<file path="src/rtl/debug_pkg.sv">
// Shared definitions for the debug instruction loader.
//   state_e      : loader FSM state encodings
//   BYTE_W       : width of one UART byte
//   CMD_LOAD_DEF : default command byte that starts a load
package debug_pkg;

  localparam int BYTE_W = 8;

  localparam logic [BYTE_W-1:0] CMD_LOAD_DEF = 8'h4C;

  typedef enum logic [2:0] {
    IDLE   = 3'd0,
    CNT_LO = 3'd1,
    CNT_HI = 3'd2,
    DATA   = 3'd3,
    CHK    = 3'd4
  } state_e;

endpackage

</file>
<file path="src/rtl/debug_inst_loader_byte_word_assembler.sv">
// byte_word_assembler: collects four bytes little-endian into one word.
// Ports:
//   i_clk, i_rst   : clock, synchronous active-high reset
//   i_clear        : forces the byte counter back to 0 (loader idle)
//   i_byte         : incoming byte
//   i_valid        : i_byte is a data byte to be shifted in
//   o_word         : assembled word, valid while o_word_ready is high
//   o_word_ready   : combinational strobe, high on the 4th byte of a word
module byte_word_assembler
  import debug_pkg::*;
(
  input  logic              i_clk,
  input  logic              i_rst,
  input  logic              i_clear,
  input  logic [BYTE_W-1:0] i_byte,
  input  logic              i_valid,
  output logic [31:0]       o_word,
  output logic              o_word_ready
);

  logic [31:0] sh_q;
  logic [1:0]  cnt_q;

  // Bytes enter at the top and move down, so after three bytes sh_q[31:8]
  // holds {b2, b1, b0}; the 4th byte completes the word without waiting for
  // the register update.
  assign o_word       = {i_byte, sh_q[31:8]};
  assign o_word_ready = i_valid && (cnt_q == 2'd3);

  always_ff @(posedge i_clk) begin
    if (i_rst || i_clear) begin
      cnt_q <= 2'd0;
    end else if (i_valid) begin
      cnt_q <= cnt_q + 2'd1;
    end
  end

  always_ff @(posedge i_clk) begin
    if (i_valid) begin
      sh_q <= {i_byte, sh_q[31:8]};
    end
  end

endmodule

</file>
<file path="src/rtl/debug_inst_loader.sv">
// debug_inst_loader: parses a LOAD command from the UART byte stream and
// writes little-endian 32-bit words into instruction memory while holding
// the CPU pipeline in reset.
// Stream: CMD_LOAD, count[7:0], count[15:8], count*4 data bytes
//         (+ one XOR checksum byte when DEBUG_LOADER_CHECKSUM_EN is defined).
// Ports:
//   i_clk, i_rst          : clock, synchronous active-high reset
//   i_rx_data, i_rx_valid : received byte and its one-cycle strobe
//   o_inst_mem_wr_en      : one-cycle write pulse
//   o_inst_mem_addr/data  : byte address and word, held between writes
//   o_cpu_rst, o_busy     : high while a load is in progress
//   o_done, o_err         : one-cycle completion / protocol-error pulses
// Optional macro: DEBUG_LOADER_CHECKSUM_EN adds the CHK state and XOR check.
module debug_inst_loader
  import debug_pkg::*;
#(
  parameter int                NBITS     = 32,
  parameter int                MAX_WORDS = 256,
  parameter logic [BYTE_W-1:0] CMD_LOAD  = CMD_LOAD_DEF
) (
  input  logic              i_clk,
  input  logic              i_rst,
  input  logic [BYTE_W-1:0] i_rx_data,
  input  logic              i_rx_valid,
  output logic              o_inst_mem_wr_en,
  output logic [NBITS-1:0]  o_inst_mem_addr,
  output logic [NBITS-1:0]  o_inst_mem_data,
  output logic              o_cpu_rst,
  output logic              o_busy,
  output logic              o_done,
  output logic              o_err
);

  localparam logic [15:0] MAX_W16 = 16'(MAX_WORDS);

  state_e             state_q, state_d;
  logic [15:0]        count_q, count_d;
  logic [15:0]        idx_q, idx_d;
  logic               wr_en_q, wr_en_d;
  logic [NBITS-1:0]   addr_q, addr_d;
  logic [NBITS-1:0]   data_q, data_d;
  logic               busy_q, busy_d;
  logic               done_q, done_d;
  logic               err_q, err_d;
  logic [15:0]        count_full;
  logic [31:0]        word;
  logic               word_ready;
`ifdef DEBUG_LOADER_CHECKSUM_EN
  logic [BYTE_W-1:0]  chk_q, chk_d;
`endif

  byte_word_assembler u_asm (
    .i_clk        (i_clk),
    .i_rst        (i_rst),
    .i_clear      (state_q == IDLE),
    .i_byte       (i_rx_data),
    .i_valid      (i_rx_valid && (state_q == DATA)),
    .o_word       (word),
    .o_word_ready (word_ready)
  );

  assign count_full = {i_rx_data, count_q[7:0]};

  always_comb begin
    state_d = state_q;
    count_d = count_q;
    idx_d   = idx_q;
    wr_en_d = 1'b0;
    addr_d  = addr_q;
    data_d  = data_q;
    done_d  = 1'b0;
    err_d   = 1'b0;
`ifdef DEBUG_LOADER_CHECKSUM_EN
    chk_d   = chk_q;
`endif
    if (i_rx_valid) begin
      case (state_q)
        IDLE: begin
          if (i_rx_data == CMD_LOAD) begin
            state_d = CNT_LO;
            count_d = 16'd0;
            idx_d   = 16'd0;
`ifdef DEBUG_LOADER_CHECKSUM_EN
            chk_d   = '0;
`endif
          end else begin
            err_d = 1'b1;
          end
        end
        CNT_LO: begin
          count_d = {8'h00, i_rx_data};
          state_d = CNT_HI;
        end
        CNT_HI: begin
          count_d = count_full;
          if (count_full > MAX_W16) begin
            err_d   = 1'b1;
            state_d = IDLE;
          end else if (count_full == 16'd0) begin
`ifdef DEBUG_LOADER_CHECKSUM_EN
            state_d = CHK;
`else
            done_d  = 1'b1;
            state_d = IDLE;
`endif
          end else begin
            state_d = DATA;
          end
        end
        DATA: begin
`ifdef DEBUG_LOADER_CHECKSUM_EN
          chk_d = chk_q ^ i_rx_data;
`endif
          if (word_ready) begin
            wr_en_d = 1'b1;
            addr_d  = NBITS'(idx_q) << 2;
            data_d  = NBITS'(word);
            idx_d   = idx_q + 16'd1;
            if (idx_q == count_q - 16'd1) begin
`ifdef DEBUG_LOADER_CHECKSUM_EN
              state_d = CHK;
`else
              done_d  = 1'b1;
              state_d = IDLE;
`endif
            end
          end
        end
`ifdef DEBUG_LOADER_CHECKSUM_EN
        CHK: begin
          if (i_rx_data == chk_q) done_d = 1'b1;
          else                    err_d  = 1'b1;
          state_d = IDLE;
        end
`endif
        default: state_d = IDLE;
      endcase
    end
    // Busy mirrors the state being entered, so it drops with the final pulse.
    busy_d = (state_d != IDLE);
  end

  always_ff @(posedge i_clk) begin
    if (i_rst) begin
      state_q <= IDLE;
      count_q <= 16'd0;
      idx_q   <= 16'd0;
      wr_en_q <= 1'b0;
      addr_q  <= '0;
      data_q  <= '0;
      busy_q  <= 1'b0;
      done_q  <= 1'b0;
      err_q   <= 1'b0;
`ifdef DEBUG_LOADER_CHECKSUM_EN
      chk_q   <= '0;
`endif
    end else begin
      state_q <= state_d;
      count_q <= count_d;
      idx_q   <= idx_d;
      wr_en_q <= wr_en_d;
      addr_q  <= addr_d;
      data_q  <= data_d;
      busy_q  <= busy_d;
      done_q  <= done_d;
      err_q   <= err_d;
`ifdef DEBUG_LOADER_CHECKSUM_EN
      chk_q   <= chk_d;
`endif
    end
  end

  assign o_inst_mem_wr_en = wr_en_q;
  assign o_inst_mem_addr  = addr_q;
  assign o_inst_mem_data  = data_q;
  assign o_cpu_rst        = busy_q;
  assign o_busy           = busy_q;
  assign o_done           = done_q;
  assign o_err            = err_q;

endmodule

</file>
<file path="config.mk">
export PLATFORM = sky130hd
export DESIGN_NAME = debug_inst_loader
export DESIGN_NICKNAME = d
export VERILOG_FILES = /design/src/rtl/debug_pkg.sv /design/src/rtl/debug_inst_loader_byte_word_assembler.sv /design/src/rtl/debug_inst_loader.sv
export SDC_FILE = /design/constraint.sdc
export NUM_CORES = 1
export LEC_CHECK = 0
export ABC_AREA = 1
export CAP_MARGIN = 20
export CORE_UTILIZATION = 40
export DETAILED_ROUTE_END_ITERATION = 16
export GPL_TIMING_DRIVEN = 0
export SLEW_MARGIN = 0
export SYNTH_ARGS = -nofsm -noshare
export SYNTH_HDL_FRONTEND = slang
export SYNTH_SLANG_ARGS = --single-unit
</file>
<file path="constraint.sdc">
create_clock -name i_clk -period 3 [get_ports i_clk]
set_clock_uncertainty 0.15 [all_clocks]
set_input_delay 0.3 -clock i_clk [delete_from_list [all_inputs] [get_ports i_clk]]
set_output_delay 0.3 -clock i_clk [all_outputs]
set_load 0.01 [all_outputs]
</file>
==> summary.md <==
| Metric | Value |
|---|---|
| Synthesized area per cell | around 7.7 µm² |
| Routed Antenna Nets | 0 |
| Core Rows | 40 |
| Switching Fraction | 19.9% |
| Sequential cell area fraction in the yosys report | approximately 51% |
| Pwr per Cell Area | slightly below 600 nW/µm² |
| Mapped Cells | about 640 |
| Pre-CTS setup slack | -0.0434 ns |
| First-pass DRT Iterations | 4 |
| Compound-Gate Fraction of Synth Area | 11.3% |
| Fin. max-slew vios | 0 |
| RSZ-0062 raised after global routing | no |
| Status | complete, no violations |
| Post-CTS Setup Bufs | 0 |
| Clk Latency, worst-skew pair | 0.41 ns |
| Antenna violations before repair | 0 |
| Max Root-Sink Buffers | 2 |
| Yosys cell types | 32 |
| CP Cell Sequence | clkdlybuf4s50_1 -> inv_1 -> nand2_1 -> nor2_1 -> nand4_1 -> nand2_1 -> nand3_2 -> o21ai_1 -> inv_1 -> o21ai_0 -> a21oi_1 |
| Post-route setup slack | 0.290 ns |
| Synth Flop Type | dfxtp_1 |
| Clk slew on worst S/H paths | 0.05 ns |
| Fin crit period | about 2.7 ns |
| Max-cap viol count | 0 |
| Max Freq | 369 MHz |
| Core Region | 12000 µm² |
| Synth Cell Area | 4940 µm² |
| Post-Synth Adder-Cell Area | less than 1% |
| Area contributors post-synth | dfxtp_1 (36%), edfxtp_1 (15%), nand2_1 (14%), a21oi_1 (7.5%), nor2_1 (5.2%) |
| Sequential Power Share | 41.2% |
| GRT Util Overall | 21.4% |
| Int Pwr | between 3 and 4 mW |
| CTS tree | built |
| WS Path Type | in2reg |
| Final setup viols | 0 |
| Area share of the leading cell type in the synthesized netlist | 36.1% |
| Final instance area | 6450 µm² |
| Commonest cells post-synth | nand2_1 (183), dfxtp_1 (89), a21oi_1 (74) |
| Slew @ Worst Pin | 0.690 ns |
| Final core utilization | 53.7% |
| I/O Buffers | 63 |
| Max_slew headroom | 54.0% |
| Die Y | 113 µm |
| Crit path launch type | input pin |
| Final RePlAce weighted congestion | between 0.9 and 1 |
| Vias | 4399 |
| Initial DRC Count | 315 |
| NetSw | approximately 0.75 mW |
| Worst Path Max Fanout | 7 |
| Yosys warns | 0 |
| Maximum vdd ir drop | 273 µV |
| Global-route wire length before repair | 20700 µm |
| Simple-Gate Fraction of Synth Area | 26.7% |
| Cts hold-fix bufs | 0 |
| Post-CTS sizing | 0 |
| Root Driver | clkbuf_16 |
| Main combinational cell family by area after synthesis | simple AND/OR/NAND/NOR gates |
| Mux share of post-synthesis cell area | 0% |
| Count leader, synth | nand2_1 |
| # IOs | 80 |
| Die area | 12800 µm² |
| Area delta synth->final | 30.6% |
| Largest net degree at the start of global routing | 21 |
| Vias in the first global route | around 4000 |
| Worst Path Required | ~3.2 ns |
| DR vias/cell | 4.91 |
| Post-Route WL | between 10000 and 15000 µm |
| Nets | 750 |
| Period utilisation layout | 90.3% |
| Tot Pwr | 3.76 mW |
| H-tree depth | 4 |
| Initial Util | 41.1% |
| Hold Path Class | reg2reg |
| Clk sinks | between 100 and 150 |
| Cts bufs inserted | 17 |
| Placed insts | between 800 and 900 |
| DP Area | 5830 µm² |
| Post-route DRC | 0 |
| Post-synthesis register bit count | 113 |
| P_leak | 2.55 nW |
| Antenna Cells | 0 |
| Endpoints failing hold | 0 |
| Worst Path Arrival | 2.86 ns |
| Dominant cell type by area after synthesis | dfxtp_1 |
| Cell Count, Final, Fillers Out | 896 |
| Post-Synth XOR/XNOR Area | 2.48% |
| CP endpoint kind | register |
| HPWL after detailed placement | 9320 µm |
| Number of synthesized flops with an enable pin | 24 |
| Grt total ovfl | 0 |
| FFs w/ async S/R, synth | 0% |
| Share of cells above drive strength 1 | 7.74% |
| Avg WL per Cell | 14.2 µm |
| Chip width | 113 µm |
| Clock power share | 56.3% |
| Part of the power in combinational logic | 2.5% |
| Slowest stage cell, crit path | o21ai_1 |
| Worst stage delay on the critical path | 0.60 ns |
[cell usage in the layout (no fill, tap or decap), drive strengths merged, types with 24 or more instances in the layout]
master / n
nor2: 71
clkdlybuf4s50: 63
clkbuf: 41
inv: 52
a21oi: 74
nand3: 29
edfxtp: 24
o21ai: 26
dfxtp: 89
nand2: 183
[final cells by class]
class | count | area [µm²]
Fill cell | 1177 | 5560
Sequential cell | 113 | 2500
Multi-Input combinational cell | 452 | 2100
Timing Repair Buffer | 64 | 646
Clock buffer | 22 | 464
Buffer | 37 | 203
Inverter | 51 | 191
Tap cell | 147 | 184
Clock inverter | 10 | 158
[layer usage]
layer / vias to the layer above / GRT usage [%] / share of wire, %
met5: - / 0 / 0
met4: 0 / 8.42 / 1.3
met3: 10 / 4.50 / 5.9
met2: 130 / 32.4 / 45
met1: 2011 / 29.7 / 48
li1: 2248 / - / -
[state kept, by name (all words and copies together), names as in the netlist]
register          cells
o_done                1
idx_q                16
o_inst_mem_addr      16
u_asm.cnt_q           2
o_err                 1
o_inst_mem_data      32
o_busy                1
count_q              16
o_inst_mem_wr_en      1
state_q               3
u_asm.sh_q           24
[worst max-delay path: cells and delay by family]
| kind | cells | cell delay [ns] |
|---|---|---|
| compound gates | 3 | 0.80 |
| simple gates | 5 | 0.74 |
| buf+inv | 3 | 1.01 |
[metrics by stage]
stage,hold WS [ns],setup TNS (ns)
finish,0.290,0
floorplan,0.249,0
global placement,0.281,-7.10
CTS,0.293,0
detailed placement,0.285,-0.0675
global route,0.306,0
[power by group through the flow]
stage	logic, mW	clock network (mW)	registers [mW]
2_1_floorplan	0.0507	0	1.58
3_3_place_gp	0.0917	0	1.58
3_5_place_dp	0.0921	0	1.58
4_1_cts	0.0924	2.15	1.55
5_1_grt	0.102	2.23	1.55
6_report	0.0928	2.12	1.55
[final timing paths]
check | cells past startpoint | from | slack (ns) | to
worst max-delay path | 11 | i_rx_data[1] | 0.29 | idx_q[9]$_SDFFE_PP0P_
worst min-delay path | 0 | u_asm.sh_q[27]$_DFFE_PP_ | 0.29 | u_asm.sh_q[19]$_DFFE_PP_
worst max register to register | 9 | state_q[0]$_SDFF_PP0_ | 0.44 | idx_q[9]$_SDFFE_PP0P_
worst min register to register | 0 | u_asm.sh_q[27]$_DFFE_PP_ | 0.29 | u_asm.sh_q[19]$_DFFE_PP_
[cell families (layout without fill, tap and decap cells)]
| group | after synthesis | after routing |
|---|---|---|
| and+or+nand+nor | 311 | 311 |
| DFF | 113 | 113 |
| AOI/OAI and AO/OA | 108 | 108 |
| buffers and inverters | 88 | 184 |
| xor gates and xnor gates | 14 | 14 |
| adders and majority gates | 3 | 3 |
| other | 1 | 16 |
Power figures use the tool's default switching activity.
